**src/rtl/button_reader.sv**
```systemverilog
// Debounced push-button reader: two-flop synchroniser, cycle-count bounce
// filter, clean level plus one-cycle press/release/long-press strobes and a
// wrapping press counter.
// Ports:
//   clk, rst_n     - system clock, asynchronous active-low reset
//   btn_in         - raw asynchronous button pin
//   btn_level      - debounced state, 1 = pressed
//   press_pulse    - one-cycle strobe on accepted press
//   release_pulse  - one-cycle strobe on accepted release
//   long_pulse     - one-cycle strobe after a press held LONG_CYCLES
//   press_count    - accepted presses, modulo 256
module button_reader #(
    parameter int unsigned DEB_CYCLES     = 500000,
    parameter int unsigned LONG_CYCLES    = 50000000,
    parameter bit          BTN_ACTIVE_LOW = 1'b1
) (
    input  logic       clk,
    input  logic       rst_n,
    input  logic       btn_in,
    output logic       btn_level,
    output logic       press_pulse,
    output logic       release_pulse,
    output logic       long_pulse,
    output logic [7:0] press_count
);

    localparam int unsigned CNT_W = 26;
    localparam logic [CNT_W-1:0] DEB_LAST  = CNT_W'(DEB_CYCLES - 1);
    localparam logic [CNT_W-1:0] LONG_LAST = CNT_W'(LONG_CYCLES - 1);

    typedef enum logic [1:0] {
        IDLE        = 2'd0,
        DEB_PRESS   = 2'd1,
        HELD        = 2'd2,
        DEB_RELEASE = 2'd3
    } state_t;

    state_t           state_q, state_d;
    logic [1:0]       sync_q;
    logic             act;
    logic [CNT_W-1:0] deb_q, deb_d;
    logic [CNT_W-1:0] hold_q, hold_d;
    logic             done_q, done_d;
    logic [7:0]       count_d;
    logic             press_d, release_d, long_d, level_d;

    // Synchroniser; resets to the inactive pin level so reset never looks like a press
    always_ff @(posedge clk or negedge rst_n) begin
        if (!rst_n) begin
            sync_q <= {2{BTN_ACTIVE_LOW}};
        end else begin
            sync_q <= {sync_q[0], btn_in};
        end
    end

    assign act = sync_q[1] ^ BTN_ACTIVE_LOW;

    // State register plus counters and registered outputs
    always_ff @(posedge clk or negedge rst_n) begin
        if (!rst_n) begin
            state_q       <= IDLE;
            deb_q         <= '0;
            hold_q        <= '0;
            done_q        <= 1'b0;
            press_count   <= '0;
            press_pulse   <= 1'b0;
            release_pulse <= 1'b0;
            long_pulse    <= 1'b0;
            btn_level     <= 1'b0;
        end else begin
            state_q       <= state_d;
            deb_q         <= deb_d;
            hold_q        <= hold_d;
            done_q        <= done_d;
            press_count   <= count_d;
            press_pulse   <= press_d;
            release_pulse <= release_d;
            long_pulse    <= long_d;
            btn_level     <= level_d;
        end
    end

    // Next-state logic
    always_comb begin
        state_d = state_q;
        case (state_q)
            IDLE: begin
                if (act) state_d = DEB_PRESS;
            end
            DEB_PRESS: begin
                if (!act)                  state_d = IDLE;
                else if (deb_q == DEB_LAST) state_d = HELD;
            end
            HELD: begin
                if (!act) state_d = DEB_RELEASE;
            end
            DEB_RELEASE: begin
                if (act)                   state_d = HELD;
                else if (deb_q == DEB_LAST) state_d = IDLE;
            end
            default: state_d = IDLE;
        endcase
    end

    // Counter updates and next values of the registered outputs
    always_comb begin
        deb_d     = deb_q;
        hold_d    = hold_q;
        done_d    = done_q;
        count_d   = press_count;
        press_d   = 1'b0;
        release_d = 1'b0;
        long_d    = 1'b0;
        case (state_q)
            IDLE: begin
                if (act) deb_d = '0;
            end
            DEB_PRESS: begin
                if (act) begin
                    if (deb_q == DEB_LAST) begin
                        press_d = 1'b1;
                        count_d = press_count + 8'd1;
                        hold_d  = '0;
                        done_d  = 1'b0;
                    end else begin
                        deb_d = deb_q + CNT_W'(1);
                    end
                end
            end
            HELD: begin
                if (!act) begin
                    deb_d = '0;
                end else if (hold_q == LONG_LAST) begin
                    // Saturated: fire once, then stay silent until the next press
                    if (!done_q) begin
                        long_d = 1'b1;
                        done_d = 1'b1;
                    end
                end else begin
                    hold_d = hold_q + CNT_W'(1);
                end
            end
            DEB_RELEASE: begin
                // hold_q and done_q are left untouched so a bounce back to HELD resumes the hold
                if (!act) begin
                    if (deb_q == DEB_LAST) release_d = 1'b1;
                    else                   deb_d = deb_q + CNT_W'(1);
                end
            end
            default: begin
                deb_d = '0;
            end
        endcase
    end

    assign level_d = (state_d == HELD) || (state_d == DEB_RELEASE);

endmodule
```
**config.mk**
```make
export PLATFORM = sky130hd
export DESIGN_NAME = button_reader
export DESIGN_NICKNAME = d
export VERILOG_FILES = /design/src/rtl/button_reader.sv
export SDC_FILE = /design/constraint.sdc
export NUM_CORES = 1
export LEC_CHECK = 0
export ABC_CLOCK_PERIOD_IN_PS = 2000
export CAP_MARGIN = 20
export CELL_PAD_IN_SITES_DETAIL_PLACEMENT = 2
export CELL_PAD_IN_SITES_GLOBAL_PLACEMENT = 2
export CORE_MARGIN = 2
export CORE_UTILIZATION = 36
export DETAILED_ROUTE_END_ITERATION = 8
export PLACE_DENSITY = 0.74
export SLEW_MARGIN = 0
export SYNTH_ARGS = -nofsm -noshare
export SYNTH_HDL_FRONTEND = slang
export SYNTH_SLANG_ARGS = --single-unit
```
**constraint.sdc**
```tcl
create_clock -name clk -period 2 [get_ports clk]
set_input_delay 0.2 -clock clk [delete_from_list [all_inputs] [get_ports clk]]
set_output_delay 0.2 -clock clk [all_outputs]
set_load 0.02 [all_outputs]
```
# After elaboration in Yosys (flattened, before gate mapping)
# Cells that the tools add are included.
dict set report word_totals {
  latch_bits 0
  memories 0
  wordCells 68
  mem_bits_rw 0
  output_inout_bits 12
  rom_bits 0
  input_bits 3
  ff_bits 69
}
dict set report op_classes {
  n_div 0
  n_eq_ne 15
  n_mul 0
  n_bitwise 1
  order_cmp 0
  reduce_logical 7
  n_shift 0
  n_addsub 3
  muxes 32
}
# op n
set ops {}
lappend ops {{26-bit 2-to-1 mux} 9}
lappend ops {{26-bit one-hot mux with 4 select lines} 1}
lappend ops {{26-bit by 1-bit adder with 26-bit output (second input constant)} 2}
lappend ops {{26-bit one-hot mux with 2 select lines} 1}
lappend ops {{26-bit by 19-bit == test with 1-bit output (second input constant)} 1}
lappend ops {{26-bit == test (second input constant)} 1}
lappend ops {{2-bit != test (second input constant)} 8}
lappend ops {{1-bit 2-to-1 mux} 13}
lappend ops {{2-bit 2-to-1 mux} 6}
lappend ops {{5-bit AND reduction} 2}
lappend ops {{8-bit by 1-bit adder with 8-bit output (second input constant)} 1}
lappend ops {{2-bit == test (second input constant)} 4}
lappend ops {{2-bit one-hot mux with 4 select lines} 1}
lappend ops {{4-bit AND reduction} 1}
lappend ops {{3-bit AND reduction} 1}
lappend ops {{2-bit by 1-bit == test with 1-bit output (second input constant)} 1}
lappend ops {{2-bit zero test} 1}
lappend ops {{1-bit one-hot mux with 2 select lines} 1}
lappend ops {{2-bit nonzero test} 1}
lappend ops {{1-bit logical OR} 1}
lappend ops {{1-bit NOT} 1}

# Longest topological paths before layout
# Gate-level depths: netlist (run 1).
dict set report depth {
  depth_word 6
  mapped_depth 9
  depth_no_buf 6
}

# Least setup slack after synthesis (run 1)
# OpenSTA, ideal clock, no wires.
dict set report synth_path {
  path_kind {reg-to-reg}
  from {reg hold_q[11]}
  to {reg hold_q[3]}
  slack_ns -0.006
  period_less_slack_ns 2.006
  required_ns 1.927
  stages_incl_launch_ff 8
  path_buffers 2
  t_arrival_ns 1.933
  setup_time_ns 0.073
  cell_sequence {dfrtp_1 -> or4b_4 -> nor4_4 -> a21o_4 -> buf_6 -> buf_12 -> o21ai_2 -> a21oi_2}
}
dict set report synth_between {
  elab_chain_len 3
}
# element line_no
set synth_rtl {}
lappend synth_rtl {{start: declaration} 42} ;# logic [CNT_W-1:0] hold_q, hold_d;
lappend synth_rtl {{start signal: assignment} 73} ;# hold_q <= hold_d;
lappend synth_rtl {{26-bit == test} 133} ;# end else if (hold_q == LONG_LAST) begin
lappend synth_rtl {{2-bit != test (no source line)} -}
lappend synth_rtl {{5-bit AND reduction (no source line)} -}
# No other way between the ends.
# A chain may end at the register's enable or synchronous reset.

# Final worst setup path (run 1)
dict set report layout_path {
  from {reg deb_q[24]}
  to {reg hold_q[0]}
}
dict set report layout_between {
  elab_chain_len 3
}
# element line_no
set layout_rtl {}
lappend layout_rtl {{start: declaration} 41} ;# logic [CNT_W-1:0] deb_q, deb_d;
lappend layout_rtl {{start signal: assignment} 62} ;# deb_q <= '0;
lappend layout_rtl {{start signal: assignment} 72} ;# deb_q <= deb_d;
lappend layout_rtl {{26-bit by 19-bit == test with 1-bit output} 120} ;# if (deb_q == DEB_LAST) begin
lappend layout_rtl {{2-bit != test (no source line)} -}
lappend layout_rtl {{5-bit AND reduction (no source line)} -}
# No other way between the ends.

==> run_results.csv, run 1 <==
group,metric,value,unit
clock_network,cts_root_buf,"clkbuf_8",
final_layout,fin_util,0.4995,
clock_network,numCtsBuffers,9,
power,leakagePower,2.007,nW
synth,syn-cell-area,3675,µm²
synth,synth.distinct_cells,49,
outcome,status,"finished with violations",
drt,wl,14060,µm
setup_path,cp_max_fo,4,
clock_network,cts_buffer_depth,2,
timing,finalCritPeriodShare,1.054,
die,start_util,0.3742,
outcome,failed_checks,"negative setup slack",
synth,synth_largest_area_cell,"dfrtp_1",
synth,synth_common_cells,"67 x dfrtp_1, 33 x nor2_1, 29 x xnor2_1",
power,cellPowerDensity,542.0,nW/µm²
drt,drt_iter0_drc,104,
setup_path,crit_path_end,"hold_q[0]",
synth,synth_cells,375,
power,pwr-share-seq,0.535,
global_route,antenna_found_initial,0,
drt,ant_nets,0,
synth,synth.area.top_cells,"dfrtp_1 46%, xnor2_1 6.9%, nor2_1 3.4%",
final_layout,areaGrowthSynthToFinish,33.47,%
setup_path,critPathLaunch,"deb_q[24]",
synth,synth-warning-count,0,
timing,fin_setup_tns,-0.4219,ns
power,p_switching,750.4,µW
timing,skew,0.01170,ns
setup_path,startpoint_type,"flip-flop",
synth,synth.net_count,381,
run,maxCapViolCount,0,
setup_path,r2r_slack,-0.11,ns
drt,via_per_inst,5.689,
setup_path,r2r_end,"hold_q[0]",
clock_network,clk_pin_slew,0.09,ns
timing,slew_headroom,0.6621,
drt,first_pass_iters,4,
placement,post-dp-hpwl,8040,µm
timing,hold_viol_final,0,
timing,report.final.slew_viol_count,0,
synth,ys_seq_area_frac,0.4705,
drt,wire_per_inst,23.68,µm
timing,whs,0.2303,ns
timing,fmax,474.4,MHz
global_route,track_usage,0.2259,
power,p_clk_frac,0.417,
placement,io_buffers,14,
global_route,grt-ovfl-total,0,
final_layout,nNetsFinal,462,
clock_network,htreeDepth,3,
die,die_width,105.0,µm
synth,synth_edf_count,0,
global_route,grt_pass1_wl,19510,µm
die,io_pins,15,
synth,synth_most_common_cell,"dfrtp_1",
timing,rsz0062_at_grt,"true",
timing,tightest_slew,0.5050,ns
clock_network,clock_sinks,69,
timing,setup_violations,13,
setup_path,r2r_start,"deb_q[24]",
final_layout,insertedDiodeCount,0,
power,power_frac_comb,0.048,
synth,synth_top_area_frac,0.4562,
worst_hold_path,hold_class,"input pin to flip-flop",
setup_path,path_class,"flip-flop to flip-flop",
die,dieArea,11030,µm²
synth,ys.flop_type,"dfrtp_1",
global_route,grt_pass1_vias,3698,
power,p_int,1.908,mW
setup_path,end_kind,"flip-flop",
setup_path,r2r_cells,6,
clock_network,cts_tree,"done",
drt,vias,3379,
placement,gp_congestion,0.7686,
timing,fin_ws,-0.1079,ns
synth,ys_ff_latch,69,
clock_network,clk-insertion-delay-late,0.37,ns
synth,async_reset_ff_frac,1.000,
drt,drcViolationCount,0,
global_route,grt_start_max_net_pins,40,
synth,avgSynthCellArea,9.799,µm²
die,die_height,105.0,µm
die,rows,36,
final_layout,drive_gt1_frac,0.3319,
power,irDropWorstVdd,314.3,µV
power,p_sw_frac,0.2823,
setup_path,required,2.23,ns
setup_path,cp.arrival,2.34,ns
timing,period_minus_slack,2.108,ns
die,coreArea,9819,µm²
## cell usage in the layout, fill, tap and decap left out, drive strengths merged, types with 5 or more instances in the layout
cell           instances
or3                   15
a21oi                 16
nor4                  13
nand3                 22
o21a                   7
or4                    8
o21ai                 14
nand4                 17
nand2                 26
nor3                  20
dfrtp                 67
xnor2                 29
and3                   6
nor2                  33
buf                   73
inv                   12
o31ai                  5
a211oi                 5
xor2                   7
clkdlybuf4s50         13
clkbuf                 9
## how the worst min path moves through the flow
stage,cells past startpoint,endpoint,start
floorplan,0,btn_level,rst_n
global placement,1,hold_q[22],rst_n
detailed placement,1,hold_q[22],rst_n
CTS,1,sync_q[0],btn_in
global route,1,sync_q[0],btn_in
finish,1,sync_q[0],btn_in
## per-layer routing
metal  vias up  track usage  part of all wire  wire length, µm
li1       1521            -                 -                -
met4         0      0.08000             0.031              430
met1      1777       0.2656              0.40             5598
met5         -            0                 0                0
met3        30      0.03993             0.020              286
met2        51       0.4105              0.55             7750
## flip-flops by register name (all words and copies together) (netlist names), 2 cells and up
signal	count
state_q	2
deb_q	26
sync_q	2
hold_q	26
press_count	8
## logic make-up after synthesis
group | after synthesis | share of synthesized area
simple gates | 176 | 0.2652
fa+ha+maj | 3 | 0.01022
mux | 2 | 0.006128
xor+xnor | 36 | 0.08580
buf+inv | 29 | 0.04324
flops | 69 | 0.4705
compound gates | 60 | 0.1188
## power groups by stage
stage               clock, mW  combinational, mW  sequential, mW
floorplan                   0             0.0342            1.44
global placement            0             0.0979            1.44
detailed placement          0              0.103            1.44
finish                   1.11              0.128            1.42
global route             1.18              0.145            1.42
CTS                      1.11              0.108            1.42
## final cells by class
type                    count  area [µm²]
well taps                 133       166.4
fillers                  1044        4915
repair buffers             87       762.0
flip-flops and latches     69        1732
clock inverters             7       51.30
inverters                  11       43.79
clock buffers               9       123.9
multi-input cells         278        2026
## repair_timing
item | in CTS | in global routing
endpoints found under the setup margin | 25 | 45
gates resized for setup | 11 | 43
hold buffers | 1 | 0
pin swaps | 2 | 17
gates cloned | 0 | 3
hold endpoints to repair | 28 | 0
setup buffers | 2 | 4
## worst max-delay path, stage by stage (launching register included)
cell and delay, ns:
dfrtp_1 0.43, nor4b_4 0.32, nand4_1 0.22, or4_4 0.65
buf_6 0.16, nand3_2 0.08, o41ai_2 0.11
## stage by stage
step / cells / setup WS [ns] / power (mW) / cell area [µm²]
floorplan: 375 / 0.005501 / 1.476 / 3675
global placement: 568 / -0.07840 / 1.542 / 4400
detailed placement: 568 / -0.1223 / 1.548 / 4400
CTS: 587 / -0.008501 / 2.635 / 4644
global route: 594 / -0.2055 / 2.755 / 4905
finish: 594 / -0.1079 / 2.659 / 4905
Power figures use the tool's default switching activity.
==> inputs of run 2 (changes only) <==
--- a/config.mk
+++ b/config.mk
@@ -10,9 +10,10 @@
 export CELL_PAD_IN_SITES_DETAIL_PLACEMENT = 2
 export CELL_PAD_IN_SITES_GLOBAL_PLACEMENT = 2
 export CORE_MARGIN = 2
-export CORE_UTILIZATION = 36
+export CORE_UTILIZATION = 37
+export CTS_BUF_LIST = sky130_fd_sc_hd__clkbuf_8
 export DETAILED_ROUTE_END_ITERATION = 8
-export PLACE_DENSITY = 0.74
+export PLACE_DENSITY_LB_ADDON = 0.2
 export SLEW_MARGIN = 0
 export SYNTH_ARGS = -nofsm -noshare
 export SYNTH_HDL_FRONTEND = slang
==> run 2 against run 1 <==
The flow still finishes with violations (negative setup slack). Cell count grew 0.84%. Wire length shrank 6.1%. Sequential share of layout area shrank 0.32 points. Clock power grew 20%. Clock-buffer cell count grew 1. Die area shrank 2.6%. Critical path type unchanged. Critical endpoint is now press_count[5].
==> run_results.csv, run 2 (same netlist as run 1, synthesis figures left out) <==
group,metric,value,unit
outcome,status,"finished with violations",
outcome,failed_checks,"negative setup slack",
timing,rsz0062_at_grt,"true",
setup_path,path_class,"flip-flop to flip-flop",
drt,wl,13210,µm
global_route,grt_pass1_wl,19490,µm
power,p_switching,693.9,µW
placement,place_area,4395,µm²
placement,io_buffers,14,
die,io_pins,15,
setup_path,r2r_end,"press_count[5]",
timing,hold_viol_final,0,
final_layout,largest_registers,"deb_q (26), hold_q (26), press_count (8)",
clock_network,cts_root_buf,"clkbuf_8",
drt,drt_iter0_drc,77,
final_layout,n_fill_cell,1030,
die,dieArea,10750,µm²
drt,first_pass_iters,4,
worst_hold_path,hold_class,"input pin to flip-flop",
setup_path,r2r_cells,7,
run,maxCapViolCount,0,
final_layout,nNetsFinal,467,
setup_path,end_kind,"flip-flop",
die,die_width,103.7,µm
final_layout,layout_common_cells,"68 x buf_4, 65 x dfrtp_1, 32 x nor2_1, 29 x xnor2_1, 25 x nand2_1",
power,p_int,2.190,mW
global_route,grt_start_max_net_pins,40,
global_route,track_usage,0.2314,
clock_network,htreeDepth,3,
power,leakagePower,2.035,nW
power,irDropWorstVdd,390.7,µV
setup_path,cp.arrival,2.31,ns
timing,fmax,494.1,MHz
placement,pre_cts_ws,-0.1034,ns
global_route,grt-ovfl-total,0,
clock_network,clk_pin_slew,0.08,ns
timing,fin_ws,-0.02405,ns
global_route,antenna_found_initial,0,
power,cellPowerDensity,582.6,nW/µm²
final_layout,design_area,4950,µm²
power,power_frac_comb,0.045,
power,pwr-share-seq,0.492,
die,die_height,103.7,µm
drt,via_per_inst,5.479,
setup_path,required,2.29,ns
clock_network,cts_tree,"done",
timing,finalCritPeriodShare,1.012,
die,start_util,0.3777,
drt,wire_per_inst,22.05,µm
worst_hold_path,hold_start,"btn_in",
clock_network,clock_sinks,69,
setup_path,r2r_slack,-0.02,ns
clock_network,cts_buffer_depth,2,
timing,tightest_slew,0.4927,ns
setup_path,startpoint_type,"flip-flop",
placement,post-dp-hpwl,8125,µm
timing,report.final.slew_viol_count,0,
placement,gp_congestion,0.8118,
final_layout,final_common_cell,"buf_4",
drt,ant_nets,0,
power,p_sw_frac,0.2407,
power,p_clk_frac,0.463,
global_route,grt_pass1_vias,3707,
final_layout,insertedDiodeCount,0,
setup_path,cp_max_fo,4,
timing,period_minus_slack,2.024,ns
die,rows,36,
die,coreArea,9729,µm²
drt,vias,3282,
clock_network,numCtsBuffers,9,
final_layout,drive_gt1_frac,0.3283,
timing,skew,0.01038,ns
worst_hold_path,whs_path_depth,1,
timing,fin_setup_tns,-0.09195,ns
final_layout,areaGrowthSynthToFinish,34.70,%
timing,setup_violations,6,
power,finalPower,2.884,mW
timing,slew_headroom,0.6704,
clock_network,clk-insertion-delay-late,0.37,ns
worst_hold_path,hold_end,"sync_q[0]",
drt,drcViolationCount,0,
setup_path,r2r_start,"deb_q[0]",
timing,whs,0.2624,ns
==> run 2: cell types whose count changed in the layout (fill, tap and decap cells not counted), moves of 2 or more <==
cell and change:
nand3_2 -2, bufinv_16 +2, buf_4 +7, nand3_1 +2
==> run 2: through the flow <==
step | utilization | cells
floorplan | - | 375
global placement | 0.4518 | 569
detailed placement | 0.4518 | 569
CTS | 0.4852 | 590
global route | 0.5087 | 599
finish | 0.5087 | 599
==> run 2: cell type report <==
class | instances | area, µm² | area share
Inverter | 11 | 43.79 | 0.008847
Clock buffer | 10 | 137.6 | 0.02781
Clock inverter | 6 | 86.33 | 0.01744
Multi-Input combinational cell | 278 | 1994 | 0.4029
Sequential cell | 69 | 1732 | 0.3498
Timing Repair Buffer | 92 | 789.5 | 0.1595
Tap cell | 133 | 166.4 | 0.03362
==> run 2: worst max-delay path by stage <==
stage,cells after the start,slack [ns],endpoint,startpoint
global placement,5,-0.03,press_count[7],deb_q[23]
global route,7,-0.14,press_count[5],deb_q[1]
finish,7,-0.02,press_count[5],deb_q[0]
detailed placement,5,-0.10,press_count[7],deb_q[23]
floorplan,7,0.006,deb_q[25],sync_q[1]
CTS,7,-0.01,press_count[7],deb_q[1]
==> run 2: critical path, cell delays in order (launching register included) <==
cell and delay [ns]:
dfrtp_1 0.37, ha_2 0.22, and2_4 0.15, nand4_1 0.17, buf_4 0.19, or4_4 0.48, nor3_2 0.22, xnor2_1 0.14
==> run 2: per-layer routing <==
metal  part of all wire  vias up  track usage
met1               0.41     1705       0.2608
met5                  0        -            0
met4              0.022        0      0.08687
met3              0.013       20      0.02517
met2               0.55       25       0.4456
li1                   -     1532            -
==> run 2: timing repair <==
action / 4_1_cts / 5_1_grt
gates resized for setup: 12 / 35
endpoints found under the hold margin: 28 / 0
pin swaps: 2 / 16
hold buffers: 1 / 0
cloned: 0 / 2
setup endpoints to repair: 41 / 52
setup buffers: 4 / 9
==> run 2: power by group through the flow <==
stage	Combinational (mW)	Clock, mW	Sequential, mW
after floorplan	0.0342	0	1.44
after global placement	0.101	0	1.44
after detailed placement	0.106	0	1.44
after CTS	0.116	1.35	1.42
after global routing	0.142	1.40	1.42
final	0.130	1.33	1.42
==> inputs of run 3 (changes only) <==
--- a/config.mk
+++ b/config.mk
@@ -5,12 +5,11 @@
 export SDC_FILE = /design/constraint.sdc
 export NUM_CORES = 1
 export LEC_CHECK = 0
-export ABC_CLOCK_PERIOD_IN_PS = 2000
-export CAP_MARGIN = 20
+export ABC_CLOCK_PERIOD_IN_PS = 1900
 export CELL_PAD_IN_SITES_DETAIL_PLACEMENT = 2
 export CELL_PAD_IN_SITES_GLOBAL_PLACEMENT = 2
 export CORE_MARGIN = 2
-export CORE_UTILIZATION = 37
+export CORE_UTILIZATION = 41
 export CTS_BUF_LIST = sky130_fd_sc_hd__clkbuf_8
 export DETAILED_ROUTE_END_ITERATION = 8
 export PLACE_DENSITY_LB_ADDON = 0.2
==> constraint.sdc (replaced) <==
create_clock -name clk -period 1.9 [get_ports clk]
set_input_delay 0.19 -clock clk [delete_from_list [all_inputs] [get_ports clk]]
set_output_delay 0.19 -clock clk [all_outputs]
set_load 0.02 [all_outputs]
==> run 3 against run 2 <==
The flow now stops in clock tree synthesis. Synthesized area did not move. Synthesized cell count did not move.
==> run_results.csv, run 3 <==
group,metric,value,unit
synth,synth_most_common_cell,"dfrtp_1",
synth,synth.area.top_cells,"dfrtp_1 46%, xnor2_1 6.9%, nor2_1 3.4%",
clock_network,numCtsBuffers,9,
outcome,tool.error,"[ERROR DPL-0033] detailed placement checks failed during check placement.",
placement,gp_congestion,0.8105,
placement,pre_cts_ws,-0.1923,ns
outcome,status,"stopped before the end",
clock_network,cts_resized,79,
clock_network,hold_buffers,1,
placement,dp_cells,565,
synth,ys_seq_area_frac,0.4705,
clock_network,cts_buffer_depth,2,
synth,synth.net_count,381,
outcome,stop_stage,"clock tree synthesis",
synth,avgSynthCellArea,9.799,µm²
synth,synth-warning-count,0,
die,die_width,98.67,µm
synth,ys.flop_type,"dfrtp_1",
synth,async_reset_ff_frac,1.000,
synth,syn-cell-area,3675,µm²
synth,synth_largest_area_cell,"dfrtp_1",
clock_network,post-cts-setup-buffers,19,
synth,synth_cells,375,
placement,io_buffers,14,
clock_network,clock_sinks,69,
die,rows,34,
die,start_util,0.4214,
synth,synth_top_area_frac,0.4562,
die,io_pins,15,
synth,ys_ff_latch,69,
synth,synth_common_cells,"67 x dfrtp_1, 33 x nor2_1, 29 x xnor2_1",
clock_network,htreeDepth,3,
synth,synth.distinct_cells,49,
clock_network,cts_root_buf,"clkbuf_8",
synth,synth_edf_count,0,
die,die_height,98.67,µm
placement,post-dp-hpwl,9440,µm
## run 3: cell counts after synthesis
Identical to the previous run, type by type.
## run 3: kinds of logic after synthesis
| group | Yosys count | synth area share |
|---|---|---|
| AOI/OAI and AO/OA | 60 | 0.1188 |
| adders and majority gates | 3 | 0.01022 |
| DFF | 69 | 0.4705 |
| muxes | 2 | 0.006128 |
| xor gates and xnor gates | 36 | 0.08580 |
| and+or+nand+nor | 176 | 0.2652 |
| buffers and inverters | 29 | 0.04324 |
## run 3: per-stage QoR
stage	utilization	instance area [µm²]
3_5_place_dp	0.5161	4501
2_1_floorplan	-	3692
3_3_place_gp	0.5161	4501
==> inputs of run 4 (changes only) <==
==> config.mk (replaced) <==
export PLATFORM = sky130hd
export DESIGN_NAME = button_reader
export DESIGN_NICKNAME = d
export VERILOG_FILES = /design/src/rtl/button_reader.sv
export SDC_FILE = /design/constraint.sdc
export NUM_CORES = 1
export LEC_CHECK = 0
export ABC_CLOCK_PERIOD_IN_PS = 1900
export CORE_MARGIN = 2
export CORE_UTILIZATION = 30
export DETAILED_ROUTE_END_ITERATION = 8
export PLACE_DENSITY_LB_ADDON = 0.15
export SLEW_MARGIN = 0
export SYNTH_ARGS = -nofsm -noshare
export SYNTH_HDL_FRONTEND = slang
export SYNTH_SLANG_ARGS = --single-unit
==> run 4 against run 3 <==
The flow now finishes, with violations (negative setup slack).
==> run_results.csv, run 4 (same netlist as run 1, synthesis figures left out) <==
group,metric,value,unit
outcome,status,"finished with violations",
outcome,failed_checks,"negative setup slack",
die,die_height,114.7,µm
setup_path,max_stage_delay,0.60,ns
setup_path,cp_max_fo,6,
timing,finalCritPeriodShare,1.019,
drt,first_pass_iters,4,
global_route,grt_pass1_wl,15800,µm
timing,skew,0.01217,ns
clock_network,clock_sinks,69,
die,coreArea,11960,µm²
drt,vias,3271,
timing,setup_violations,4,
worst_hold_path,hold_class,"input pin to flip-flop",
final_layout,design_area,5385,µm²
timing,slew_headroom,0.6772,
final_layout,layout_common_cells,"90 x buf_4, 67 x dfrtp_1, 28 x xnor2_1, 26 x nand2_1, 25 x nor2_1",
timing,period_minus_slack,1.936,ns
placement,gp_congestion,0.7547,
die,io_pins,15,
drt,drt_iter0_drc,133,
global_route,met3_usage,0.02700,
global_route,antenna_found_initial,0,
timing,fmax,516.6,MHz
timing,whs,0.2765,ns
clock_network,htreeDepth,3,
placement,post-dp-hpwl,6438,µm
power,p_switching,722.0,µW
timing,hold_viol_final,0,
power,p_int,2.737,mW
final_layout,largest_registers,"deb_q (26), hold_q (26), press_count (8)",
final_layout,insertedDiodeCount,0,
clock_network,cts_tree,"done",
global_route,grtUsageMet1,0.2037,
setup_path,path_class,"flip-flop to flip-flop",
global_route,track_usage,0.1524,
setup_path,end_kind,"flip-flop",
setup_path,required,2.12,ns
final_layout,drive_gt1_frac,0.3846,
global_route,grt_start_max_net_pins,37,
drt,ant_nets,0,
drt,drcViolationCount,0,
drt,via_per_inst,5.103,
power,leakagePower,2.276,nW
global_route,grt_use_met2,0.2394,
global_route,grt-busiest-layer,"met2",
global_route,grt-ovfl-total,0,
die,start_util,0.3072,
power,finalPower,3.459,mW
clock_network,cts_buffer_depth,2,
power,cellPowerDensity,642.3,nW/µm²
timing,fin_ws,-0.03558,ns
die,rows,40,
clock_network,clk-insertion-delay-late,0.34,ns
setup_path,startpoint_type,"flip-flop",
setup_path,cpMaxStageDelayCell,"or4_4",
final_layout,areaGrowthSynthToFinish,46.54,%
drt,wl,9691,µm
power,irDropWorstVdd,302.1,µV
timing,tightest_slew,0.4842,ns
final_layout,final_common_cell,"buf_4",
power,p_clk_frac,0.527,
clock_network,clk_pin_slew,0.06,ns
placement,place_area,4587,µm²
power,p_sw_frac,0.2087,
timing,report.final.slew_viol_count,0,
die,dieArea,13150,µm²
final_layout,nNetsFinal,495,
drt,wire_per_inst,15.12,µm
die,die_width,114.7,µm
timing,rsz0062_at_grt,"true",
placement,io_buffers,14,
setup_path,critical_path.cell_chain,"nor4_2 > nand4_1 > or4_4 > mux2_2",
power,power_frac_comb,0.041,
power,pwr-share-seq,0.432,
clock_network,numCtsBuffers,9,
global_route,grt_pass1_vias,3195,
run,maxCapViolCount,0,
setup_path,cp.arrival,2.16,ns
clock_network,cts_root_buf,"clkbuf_16",
run 4: path summary, 6_finish.rpt:
check	depth (start not counted)	slack (ns)	to	start
worst max-delay path	4	-0.04	press_count[1]	deb_q[9]
worst min-delay path	1	0.28	sync_q[0]	btn_in
worst max register to register	4	-0.04	press_count[1]	deb_q[9]
worst min register to register	0	0.36	sync_q[1]	sync_q[0]
max in group asynchronous	3	0.95	sync_q[0]	rst_n
min in group asynchronous	2	0.36	press_count[4]	rst_n
run 4: area by class of cell:
cell class              count  area (µm²)
clock buffers              13       250.2
well taps                 147       183.9
clock inverters             3       68.82
repair buffers            119        1039
multi-input cells         279        2071
flip-flops and latches     69        1729
inverters                  11       43.79
fillers                  1139        6576
run 4: layer usage:
metal  part of all wire  vias to the layer above
met4              0.018                        0
li1                   -                     1598
met1               0.49                     1632
met3              0.020                       14
met5                  0                        -
met2               0.47                       27
run 4: power by group through the flow:
stage	clock (mW)	sequential (mW)	combinational, mW
after detailed placement	0	1.52	0.124
after global placement	0	1.52	0.122
final	1.82	1.50	0.143
after floorplan	0	1.52	0.0366
after CTS	1.87	1.49	0.129
after global routing	1.92	1.50	0.161
run 4: critical path, delay by kind of cell, from the launching register on:
kind | cells | cell delay (ns)
and+or+nand+nor | 3 | 1.14
DFF | 1 | 0.38
muxes | 1 | 0.29
run 4: metrics by stage:
stage	util	setup WS, ns	setup TNS (ns)	cells
6_report	0.4502	-0.03558	-0.08503	641
3_5_place_dp	0.3835	-0.1958	-2.255	604
2_1_floorplan	-	-0.06671	-0.4894	375
3_3_place_gp	0.3835	-0.1536	-1.394	604
5_1_grt	0.4502	-0.08613	-1.658	641
4_1_cts	0.4176	-0.05284	-0.6192	625
run 4: timing repair:
item / CTS / global route
endpoints found under the setup margin: 42 / 56
hold endpoints to repair: 34 / 0
hold buffers: 1 / 0
cloned: 1 / 4
pin swaps: 12 / 27
setup buffers: 3 / 12
gates resized for setup: 9 / 52
